==> config.mk <==
export PLATFORM = sky130hd
export DESIGN_NAME = ccip_wr_engine
export DESIGN_NICKNAME = d
export VERILOG_FILES = /design/src/rtl/afu_pkg.sv /design/src/rtl/ccip_if_pkg.sv /design/src/rtl/ccip_line_gen.sv /design/src/rtl/ccip_wr_engine.sv
export SDC_FILE = /design/constraint.sdc
export NUM_CORES = 2
export LEC_CHECK = 0
export ABC_AREA = 1
export CORE_AREA = 4 4 502 504
export DETAILED_ROUTE_END_ITERATION = 7
export DIE_AREA = 0 0 506 508
export GPL_TIMING_DRIVEN = 0
export PLACE_DENSITY_LB_ADDON = 0.1
export SYNTH_ARGS = -nofsm -noshare
export SYNTH_HDL_FRONTEND = slang
export SYNTH_SLANG_ARGS = --single-unit
export TNS_END_PERCENT = 50
==> constraint.sdc <==
create_clock -name clk -period 42.7 [get_ports clk]
set_input_delay 8.54 -clock clk [delete_from_list [all_inputs] [get_ports clk]]
set_output_delay 8.54 -clock clk [all_outputs]
set_load 0.01 [all_outputs]
==> src/rtl/afu_pkg.sv <==
// Shared AFU constants and the write-engine state encoding.
package afu_pkg;

    localparam int MDATA_W    = 16;
    localparam int LINE_WORDS = 8;

    typedef enum logic [1:0] {
        ST_IDLE  = 2'd0,
        ST_ISSUE = 2'd1,
        ST_DRAIN = 2'd2,
        ST_DONE  = 2'd3
    } t_wr_state;

endpackage

==> src/rtl/ccip_if_pkg.sv <==
// Minimal CCI-P channel types used by the AFU write path.
// Field layout follows the CCI-P c1 request/response headers.
package ccip_if_pkg;

    typedef logic [41:0]  t_ccip_clAddr;
    typedef logic [15:0]  t_ccip_mdata;
    typedef logic [511:0] t_ccip_clData;
    typedef logic [1:0]   t_ccip_clNum;

    typedef enum logic [1:0] {
        eVC_VA  = 2'd0,
        eVC_VL0 = 2'd1,
        eVC_VH0 = 2'd2,
        eVC_VH1 = 2'd3
    } t_ccip_vc;

    typedef enum logic [1:0] {
        eCL_LEN_1 = 2'd0,
        eCL_LEN_2 = 2'd1,
        eCL_LEN_4 = 2'd3
    } t_ccip_clLen;

    typedef enum logic {
        eMOD_CL   = 1'b0,
        eMOD_BYTE = 1'b1
    } t_ccip_c1_mode;

    typedef enum logic [3:0] {
        eREQ_WRLINE_I = 4'h0,
        eREQ_WRLINE_M = 4'h1,
        eREQ_WRPUSH_I = 4'h2,
        eREQ_WRFENCE  = 4'h4,
        eREQ_INTR     = 4'h6
    } t_ccip_c1_req;

    typedef enum logic [3:0] {
        eRSP_WRLINE  = 4'h0,
        eRSP_WRFENCE = 4'h4,
        eRSP_INTR    = 4'h6
    } t_ccip_c1_rsp;

    typedef struct packed {
        logic [5:0]    rsvd2;
        t_ccip_vc      vc_sel;
        logic          sop;
        t_ccip_c1_mode mode;
        t_ccip_clLen   cl_len;
        t_ccip_c1_req  req_type;
        logic [5:0]    rsvd0;
        t_ccip_clAddr  address;
        t_ccip_mdata   mdata;
    } t_ccip_c1_ReqMemHdr;

    typedef struct packed {
        t_ccip_vc     vc_used;
        logic         rsvd1;
        logic         hit_miss;
        logic         format;
        logic         rsvd0;
        t_ccip_clNum  cl_num;
        t_ccip_c1_rsp resp_type;
        t_ccip_mdata  mdata;
    } t_ccip_c1_RspMemHdr;

    typedef struct packed {
        logic [27:0]  hdr;
        t_ccip_clData data;
        logic         rspValid;
        logic         mmioRdValid;
        logic         mmioWrValid;
    } t_if_ccip_c0_Rx;

    typedef struct packed {
        t_ccip_c1_RspMemHdr hdr;
        logic               rspValid;
    } t_if_ccip_c1_Rx;

    typedef struct packed {
        logic           c0TxAlmFull;
        logic           c1TxAlmFull;
        t_if_ccip_c0_Rx c0;
        t_if_ccip_c1_Rx c1;
    } t_if_ccip_Rx;

    typedef struct packed {
        t_ccip_c1_ReqMemHdr hdr;
        t_ccip_clData       data;
        logic               valid;
    } t_if_ccip_c1_Tx;

endpackage

==> src/rtl/ccip_line_gen.sv <==
// Combinational generator of the 512-bit test pattern for one cache line:
// word k of line i is seed + 8*i + k, word 0 in the low bits.
module ccip_line_gen
    import ccip_if_pkg::*;
    import afu_pkg::*;
(
    input  logic [63:0]        seed,
    input  logic [MDATA_W-1:0] index,
    output t_ccip_clData       line
);

    logic [63:0] base_s;

    assign base_s = seed + {{(64 - MDATA_W - 3){1'b0}}, index, 3'b000};

    // Consecutive words counting up from the line base, modulo 2^64
    always_comb begin
        line = '0;
        for (int k = 0; k < LINE_WORDS; k++) begin
            line[k*64 +: 64] = base_s + 64'(k);
        end
    end

endmodule

==> src/rtl/ccip_wr_engine.sv <==
// CCI-P write-burst engine: issues num_lines WrLine_I requests with generated
// data, honouring c1TxAlmFull, and counts write responses until all are back.
module ccip_wr_engine
    import ccip_if_pkg::*;
    import afu_pkg::*;
(
    input  logic           clk,
    input  logic           rst,
    input  logic           start,
    input  t_ccip_clAddr   base_cl_addr,
    input  logic [15:0]    num_lines,
    input  logic [63:0]    seed,
    input  t_if_ccip_Rx    rx,
    output t_if_ccip_c1_Tx tx_c1,
    output logic           busy,
    output logic           done,
    output logic [15:0]    acked
);

    t_wr_state          state_r;
    t_wr_state          state_s;
    t_ccip_clAddr       base_r;
    logic [15:0]        num_r;
    logic [63:0]        seed_r;
    logic [MDATA_W-1:0] idx_r;
    logic [15:0]        acked_r;
    logic               busy_r;
    logic               done_r;
    t_if_ccip_c1_Tx     tx_r;

    logic               issue_s;
    logic               last_s;
    logic               accept_s;
    logic [15:0]        rsp_inc_s;
    t_ccip_c1_ReqMemHdr hdr_s;
    t_ccip_clData       line_s;
    logic               unused_rx_s;

    assign issue_s     = (state_r == ST_ISSUE) && !rx.c1TxAlmFull;
    assign last_s      = issue_s && (idx_r == num_r - 16'd1);
    assign accept_s    = (state_r == ST_IDLE) && start;
    assign unused_rx_s = ^{rx.c0TxAlmFull, rx.c0, rx.c1.hdr};

    ccip_line_gen u_line_gen (
        .seed  (seed_r),
        .index (idx_r),
        .line  (line_s)
    );

    // Next-state decode
    always_comb begin
        state_s = state_r;
        case (state_r)
            ST_IDLE: begin
                if (start) begin
                    state_s = (num_lines == 16'd0) ? ST_DONE : ST_ISSUE;
                end else begin
                    state_s = ST_IDLE;
                end
            end
            ST_ISSUE: begin
                if (last_s) begin
                    state_s = ST_DRAIN;
                end else begin
                    state_s = ST_ISSUE;
                end
            end
            ST_DRAIN: begin
                if (acked_r == num_r) begin
                    state_s = ST_DONE;
                end else begin
                    state_s = ST_DRAIN;
                end
            end
            ST_DONE: state_s = ST_IDLE;
            default: state_s = ST_IDLE;
        endcase
    end

    // Response credit: single responses count one line, packed ones cl_num+1
    always_comb begin
        rsp_inc_s = 16'd0;
        if (rx.c1.rspValid && (rx.c1.hdr.resp_type == eRSP_WRLINE) &&
            ((state_r == ST_ISSUE) || (state_r == ST_DRAIN))) begin
            if (rx.c1.hdr.format) begin
                rsp_inc_s = {14'd0, rx.c1.hdr.cl_num} + 16'd1;
            end else begin
                rsp_inc_s = 16'd1;
            end
        end else begin
            rsp_inc_s = 16'd0;
        end
    end

    // Request header for the current line index
    always_comb begin
        hdr_s          = '0;
        hdr_s.vc_sel   = eVC_VA;
        hdr_s.sop      = 1'b1;
        hdr_s.mode     = eMOD_CL;
        hdr_s.cl_len   = eCL_LEN_1;
        hdr_s.req_type = eREQ_WRLINE_I;
        hdr_s.address  = base_r + t_ccip_clAddr'(idx_r);
        hdr_s.mdata    = idx_r;
    end

    // State, status flags and burst parameter capture
    always_ff @(posedge clk or posedge rst) begin
        if (rst) begin
            state_r <= ST_IDLE;
            busy_r  <= 1'b0;
            done_r  <= 1'b0;
            base_r  <= '0;
            num_r   <= 16'd0;
            seed_r  <= 64'd0;
        end else begin
            state_r <= state_s;
            busy_r  <= (state_s != ST_IDLE);
            done_r  <= (state_r == ST_DONE);
            if (accept_s) begin
                base_r <= base_cl_addr;
                num_r  <= num_lines;
                seed_r <= seed;
            end
        end
    end

    // Request channel and line index; header/data hold between requests
    always_ff @(posedge clk or posedge rst) begin
        if (rst) begin
            tx_r  <= '0;
            idx_r <= '0;
        end else begin
            tx_r.valid <= issue_s;
            if (accept_s) begin
                idx_r <= '0;
            end else if (issue_s) begin
                tx_r.hdr  <= hdr_s;
                tx_r.data <= line_s;
                idx_r     <= idx_r + 16'd1;
            end
        end
    end

    // Response counter, cleared only when a new burst is accepted
    always_ff @(posedge clk or posedge rst) begin
        if (rst) begin
            acked_r <= 16'd0;
        end else if (accept_s) begin
            acked_r <= 16'd0;
        end else begin
            acked_r <= acked_r + rsp_inc_s;
        end
    end

    assign tx_c1 = tx_r;
    assign busy  = busy_r;
    assign done  = done_r;
    assign acked = acked_r;

endmodule

# Word level (Yosys, flattened, before mapping)

Cells that the tools add are included.
Widths: inputs -> output; s select.

Flip-flop bits (word level): 730
Bits of input ports: 699
Output and inout port bits: 611
Word-level logic and storage cells: 55

Add/subtract/negate cells: 13
Equal/unequal tests: 5
Mux-type cells: 10
Bitwise gates (word level): 1
Reduce and logical (&&, ||, !) cells: 13

Operators by type and width:

| cell                  | count |
|---|---|
| $add 64x3->64 const B | 4 |
| $add 64x2->64 const B | 2 |
| $add 64x1->64 const B | 1 |
| $add 64x19->64        | 1 |
| $mux 16               | 4 |
| $add 42x16->42        | 1 |
| $eq 16x16->1          | 2 |
| $add 16x1->16 const B | 1 |
| $add 16x16->16        | 1 |
| $logic_not 16->1      | 1 |
| $sub 16x1->16 const B | 1 |
| $pmux 2 s4            | 1 |
| $mux 2                | 3 |
| $logic_and 1x1->1     | 5 |
| $eq 2x2->1 const B    | 2 |
| $logic_not 4->1       | 1 |
| $reduce_bool 2->1     | 2 |
| $add 2x1->3 const B   | 1 |
| $mux 3                | 1 |
| $eq 2x1->1 const B    | 1 |
| $logic_not 2->1       | 1 |
| $reduce_and 2->1      | 1 |
| $logic_not 1->1       | 1 |
| $logic_or 1x1->1      | 1 |
| 2 further kinds       | 2 |

# Logic depth before layout (Yosys ltp)

Depth in word-level cells: 6
Gate-level depth with buffers: 24
Mapped depth without buffers: 24

# Hierarchy

A second synthesis with hierarchy kept.

Cells, all modules: 6,392
Area, all modules: 44,476.4 um^2

By module, submodules not included:

| module         | instances | cells an instance | area an instance (um^2) | sequential area each (um^2) |
|---|---|---|---|---|
| ccip_wr_engine | 1         | 3,644             | 30,321.6                | 18,267.5 |
| ccip_line_gen  | 1         | 2,748             | 14,154.8                | 0.0 |

# Worst setup path after synthesis

OpenSTA, ideal clock, no wires.

Path type: input port to flip-flop
Start: input rx[18] in the netlist's numbering
End: register acked_r[14] (netlist: acked[14])
Library setup time: 0.119 ns
Data arrival time: 10.405 ns
Required time: 42.581 ns
Path slack: 32.176 ns
Stages: 16
Buffers on the path: 0
Cells stage by stage: nor2_1 > nand3_1 > a211oi_1 > ha_1 > fa_1 > a21oi_1 > nor4_1 > nand2_1 > nor2_1 > nand2_1 > nor2_1 > inv_1 > nor3_1 > nand3_1 > nand2_1 > nor2_1

Word-level cells in the longest chain between the ends: 6

Ends and longest elaborated chain:

| what                            | RTL line              | source |
|---|---|---|
| start: declaration              | ccip_wr_engine.sv:13  | `input t_if_ccip_Rx rx,` |
| $logic_not 4->1                 | ccip_wr_engine.sv:83  | `if (rx.c1.rspValid && (rx.c1.hdr.resp_type == eRSP_WRLINE) &&` |
| $logic_and 1x1->1 (2 in series) | ccip_wr_engine.sv:83  |  |
| $mux 16                         | ccip_wr_engine.sv:83  |  |
| $add 16x16->16                  | ccip_wr_engine.sv:152 | `acked_r <= acked_r + rsp_inc_s;` |
| $mux 16                         | ccip_wr_engine.sv:149 | `end else if (accept_s) begin` |
| end signal: assignment          | ccip_wr_engine.sv:152 |  |
| end: declaration                | ccip_wr_engine.sv:26  | `logic [15:0] acked_r;` |

Every way passes these cells.
A chain may end at the register's enable or synchronous reset.

# Worst setup path after layout

Start: input rx[572] in the netlist's numbering
End: register tx_r, in the netlist tx_c1[472]

Word-level cells in the longest chain between the ends: 3

Ends and longest elaborated chain:

| what                       | RTL line             | source |
|---|---|---|
| $logic_not 1->1            | ccip_wr_engine.sv:39 | `assign issue_s = (state_r == ST_ISSUE) && !rx.c1TxAlmFull;` |
| $logic_and 1x1->1          | ccip_wr_engine.sv:39 |  |
| $reduce_and 2->1 (no line) | --                   |  |
| end: declaration           | ccip_wr_engine.sv:29 | `t_if_ccip_c1_Tx tx_r;` |

Every way passes these cells.

==> results.toml <==
[status]
status = "finished with violations"
violations = "capacitance limit, slew limit"

[detailed_routing]
via_count = 44070
firstDrtPassIters = 8
met1Wirelength_um = 143400
wl_met2_um = 125500
wl_um = 308500
wl_per_cell_um = 31.15
drc_errors = 0
antenna_violating_nets_post_route = 0
drt_iter0_drc = 4489
routed-wl-met3_um = 25800
viasPerCell = 4.449
top_layer_used = "met5"

[global_route]
grt.overflow.total = 0
antenna_found_initial = 46
grt_max_degree = 111
grt_pass1_wl_um = 404500
grt_pass1_vias = 42340
track_usage = 0.2319

[yosys]
synth.avg_cell_area_um2 = 7.205
synth_edf_count = 0
synth-seq-area-share = 0.4444
synth_cell_type_count = 57
synth_warnings = 0
post-synth-top-area-cell = "dfrtp_1"
syn_area_um2 = 40550
synthesis.instances = 5627
synth-seq-cells = 720
synth_ff_type = "dfrtp_1"
synthArstFlopShare = 1.000
synthTopCellsByCount = "nand2_1, dfrtp_1, nor2_1"
synth_most_common_cell = "nand2_1"
synth_top_area_frac = 0.4444
synth_area_leaders = "dfrtp_1, nand2_1, nor2_1, nand3_1, o21ai_0"

[timing]
fin_crit_sh = 0.3064
fmax_mhz = 76.44
fin_crit_ns = 13.08
hold_viol = 0
rsz0062_at_grt = "false"
maxSlewHeadroom = -0.07058
finalSetupTns_ns = 0
worst_pin_slew_ns = 1.606
fin_skew_ns = 0.06806
setup_slack_ns = 29.62
setup_violations = 0
drv_slew = 30

[placement]
place_ws_ns = 29.11
portBuffers = 723
place_congestion = 0.9476
post-dp-hpwl_um = 251500

[layout]
fin_nets = 7242
syn_to_final_growth_pct = 37.65
multi_input_area_um2 = 19820
n_fill_cell = 27920
regArea_um2 = 18020
drive_above_1_share = 0.07898

[die]
io_pins = 1310
row_count = 183
die_area_um2 = 257000
die_width_um = 506
start_util = 0.1637
fp.coreArea_um2 = 247700
die_h_um = 508

[setup_path]
critPathCaptureType = "register"
cp_data_required_time_ns = 43.32
start_kind = "input port"
cp_max_fo = 10
arrival_ns = 13.71
crit_type = "in2reg"

[clock_network]
cts_resized = 0
clk_pin_slew_worst_paths_ns = 0.06
cts_hold_buffers = 0
cts_tree = "built"
htree_levels = 3
clock_sinks = 720
clockBufferDepth = 3
numCtsBuffers = 99
clk_latency_ns = 0.77
cts_root_buf = "clkbuf_16"
cts_setup_buffers = 0

[power_and_ir_drop]
max-vdd-ir-drop_mv = 0.03446
p_per_area_nw_per_um2 = 76.64
p_leak_nw = 24.79

[run]
cap_violations = 3

[min_path]
hold_class = "reg2reg"
-- kinds of logic (layout without fill, tap and decap cells) --
family                   after synthesis  count (layout)  synth area share
XOR/XNOR                              80              80           0.01858
AND/OR/NAND/NOR                     3419            3419            0.3616
other                                  1              36        0.00009249
adder cells (fa/ha/maj)               55              55           0.01753
flip-flops                           720             720            0.4444
AO/OA/AOI/OAI                        654             654           0.08878
buffers and inverters                697            1609           0.06876
multiplexers                           1               1         0.0002777
-- power breakdown --
part           total (mW)  switching [mW]  internal (mW)
Clock               0.883           0.377          0.506
Sequential           1.35           0.373          0.973
Combinational        2.05            1.34          0.710
-- metal layers --
layer,vias up,global-route usage
met5,-,0
met3,341,0.06375
li1,19780,-
met1,21970,0.3262
met2,1946,0.3358
met4,22,0.08671
-- state kept, by name (all words and copies together), names as in the netlist --
signal   count
idx_r       16
acked       16
done         1
num_r       16
busy         1
base_r      42
tx_c1      562
seed_r      64
state_r      2
-- path summary, 6_finish.rpt --
kind                       depth (start not counted)  slack (ns)                     end              startpoint
max                                               11       29.62  tx_c1[472]$_DFFE_PP0P_                 rx[572]
min                                                1        0.48  tx_c1[584]$_DFFE_PP0P_  tx_c1[584]$_DFFE_PP0P_
max reg2reg                                       12       35.81  tx_c1[466]$_DFFE_PP0P_   seed_r[1]$_DFFE_PP0P_
min reg2reg                                        1        0.48  tx_c1[584]$_DFFE_PP0P_  tx_c1[584]$_DFFE_PP0P_
max in group asynchronous                          5       32.39  tx_c1[542]$_DFFE_PP0P_                     rst
min in group asynchronous                          2        8.21  tx_c1[113]$_DFFE_PP0P_                     rst
-- worst max-delay path, cell delays in order --
cell and delay, ns:
clkdlybuf4s50_1 0.53, or2_2 0.14, clkbuf_1 0.38, nor2_2 0.14
buf_8 0.19, inv_2 0.14, clkbuf_1 0.88, clkbuf_1 1.12
nor2_1 0.39, o21ai_0 1.11, nand2_1 0.10
-- area by class of cell --
| type | instances | share of cell area |
|---|---|---|
| clock inverter | 31 | 0.008788 |
| clock buffer | 141 | 0.04975 |
| inverter | 517 | 0.03495 |
| antenna | 15 | 0.0006726 |
| timing repair buffer | 740 | 0.1370 |
| buffer | 180 | 0.01623 |
| multi-input combinational | 4230 | 0.3551 |
| sequential | 720 | 0.3228 |
| tap | 3330 | 0.07466 |
-- through the flow --
stage / cell area, um^2 / power (mW) / hold slack (ns) / utilization / cells
after global routing: 55780 / 4.478 / 0.4972 / 0.2251 / 9891
after detailed placement: 52510 / 3.387 / 0.4624 / 0.2119 / 9717
after CTS: 55770 / 4.298 / 0.4837 / 0.2251 / 9889
final: 55810 / 4.277 / 0.4813 / 0.2253 / 9904
after global placement: 52020 / 3.378 / 0.4538 / 0.2100 / 9700
after floorplan: 40620 / 1.967 / 0.4553 / - / 5647
-- cell usage in the layout, fill, tap and decap left out, types with 9 or more instances in the layout --
| cell | synthesis | routed |
|---|---|---|
| nand2_1 | 2015 | 2015 |
| clkdlybuf4s50_1 | 0 | 723 |
| dfrtp_1 | 720 | 720 |
| nor2_1 | 610 | 609 |
| inv_1 | 460 | 459 |
| nand3_1 | 393 | 393 |
| o21ai_0 | 384 | 384 |
| nand4_1 | 122 | 122 |
| clkbuf_1 | 124 | 108 |
| clkbuf_16 | 0 | 100 |
| a21oi_1 | 88 | 88 |
| o211ai_1 | 62 | 62 |
| nor2_2 | 60 | 61 |
| nand2_2 | 57 | 57 |
| ha_1 | 52 | 52 |
| nor3_1 | 50 | 50 |
| inv_2 | 49 | 49 |
| clkbuf_2 | 0 | 45 |
| xor2_1 | 45 | 45 |
| nor2_4 | 43 | 43 |
| o21ai_1 | 43 | 43 |
| buf_4 | 36 | 36 |
| xnor2_1 | 31 | 31 |
| a22oi_1 | 27 | 27 |
| conb_1 | 1 | 21 |
| diode_2 | 0 | 15 |
| clkinv_2 | 0 | 15 |
| nand2_4 | 14 | 14 |
| o22ai_1 | 14 | 14 |
| buf_2 | 9 | 13 |
| nand3_2 | 13 | 13 |
| a31oi_1 | 12 | 12 |
| clkbuf_8 | 0 | 12 |
| nand3b_1 | 11 | 11 |
| or2_2 | 10 | 10 |
| buf_16 | 0 | 10 |
| bufinv_16 | 0 | 9 |
No activity file was read; power rests on OpenSTA's default activity.
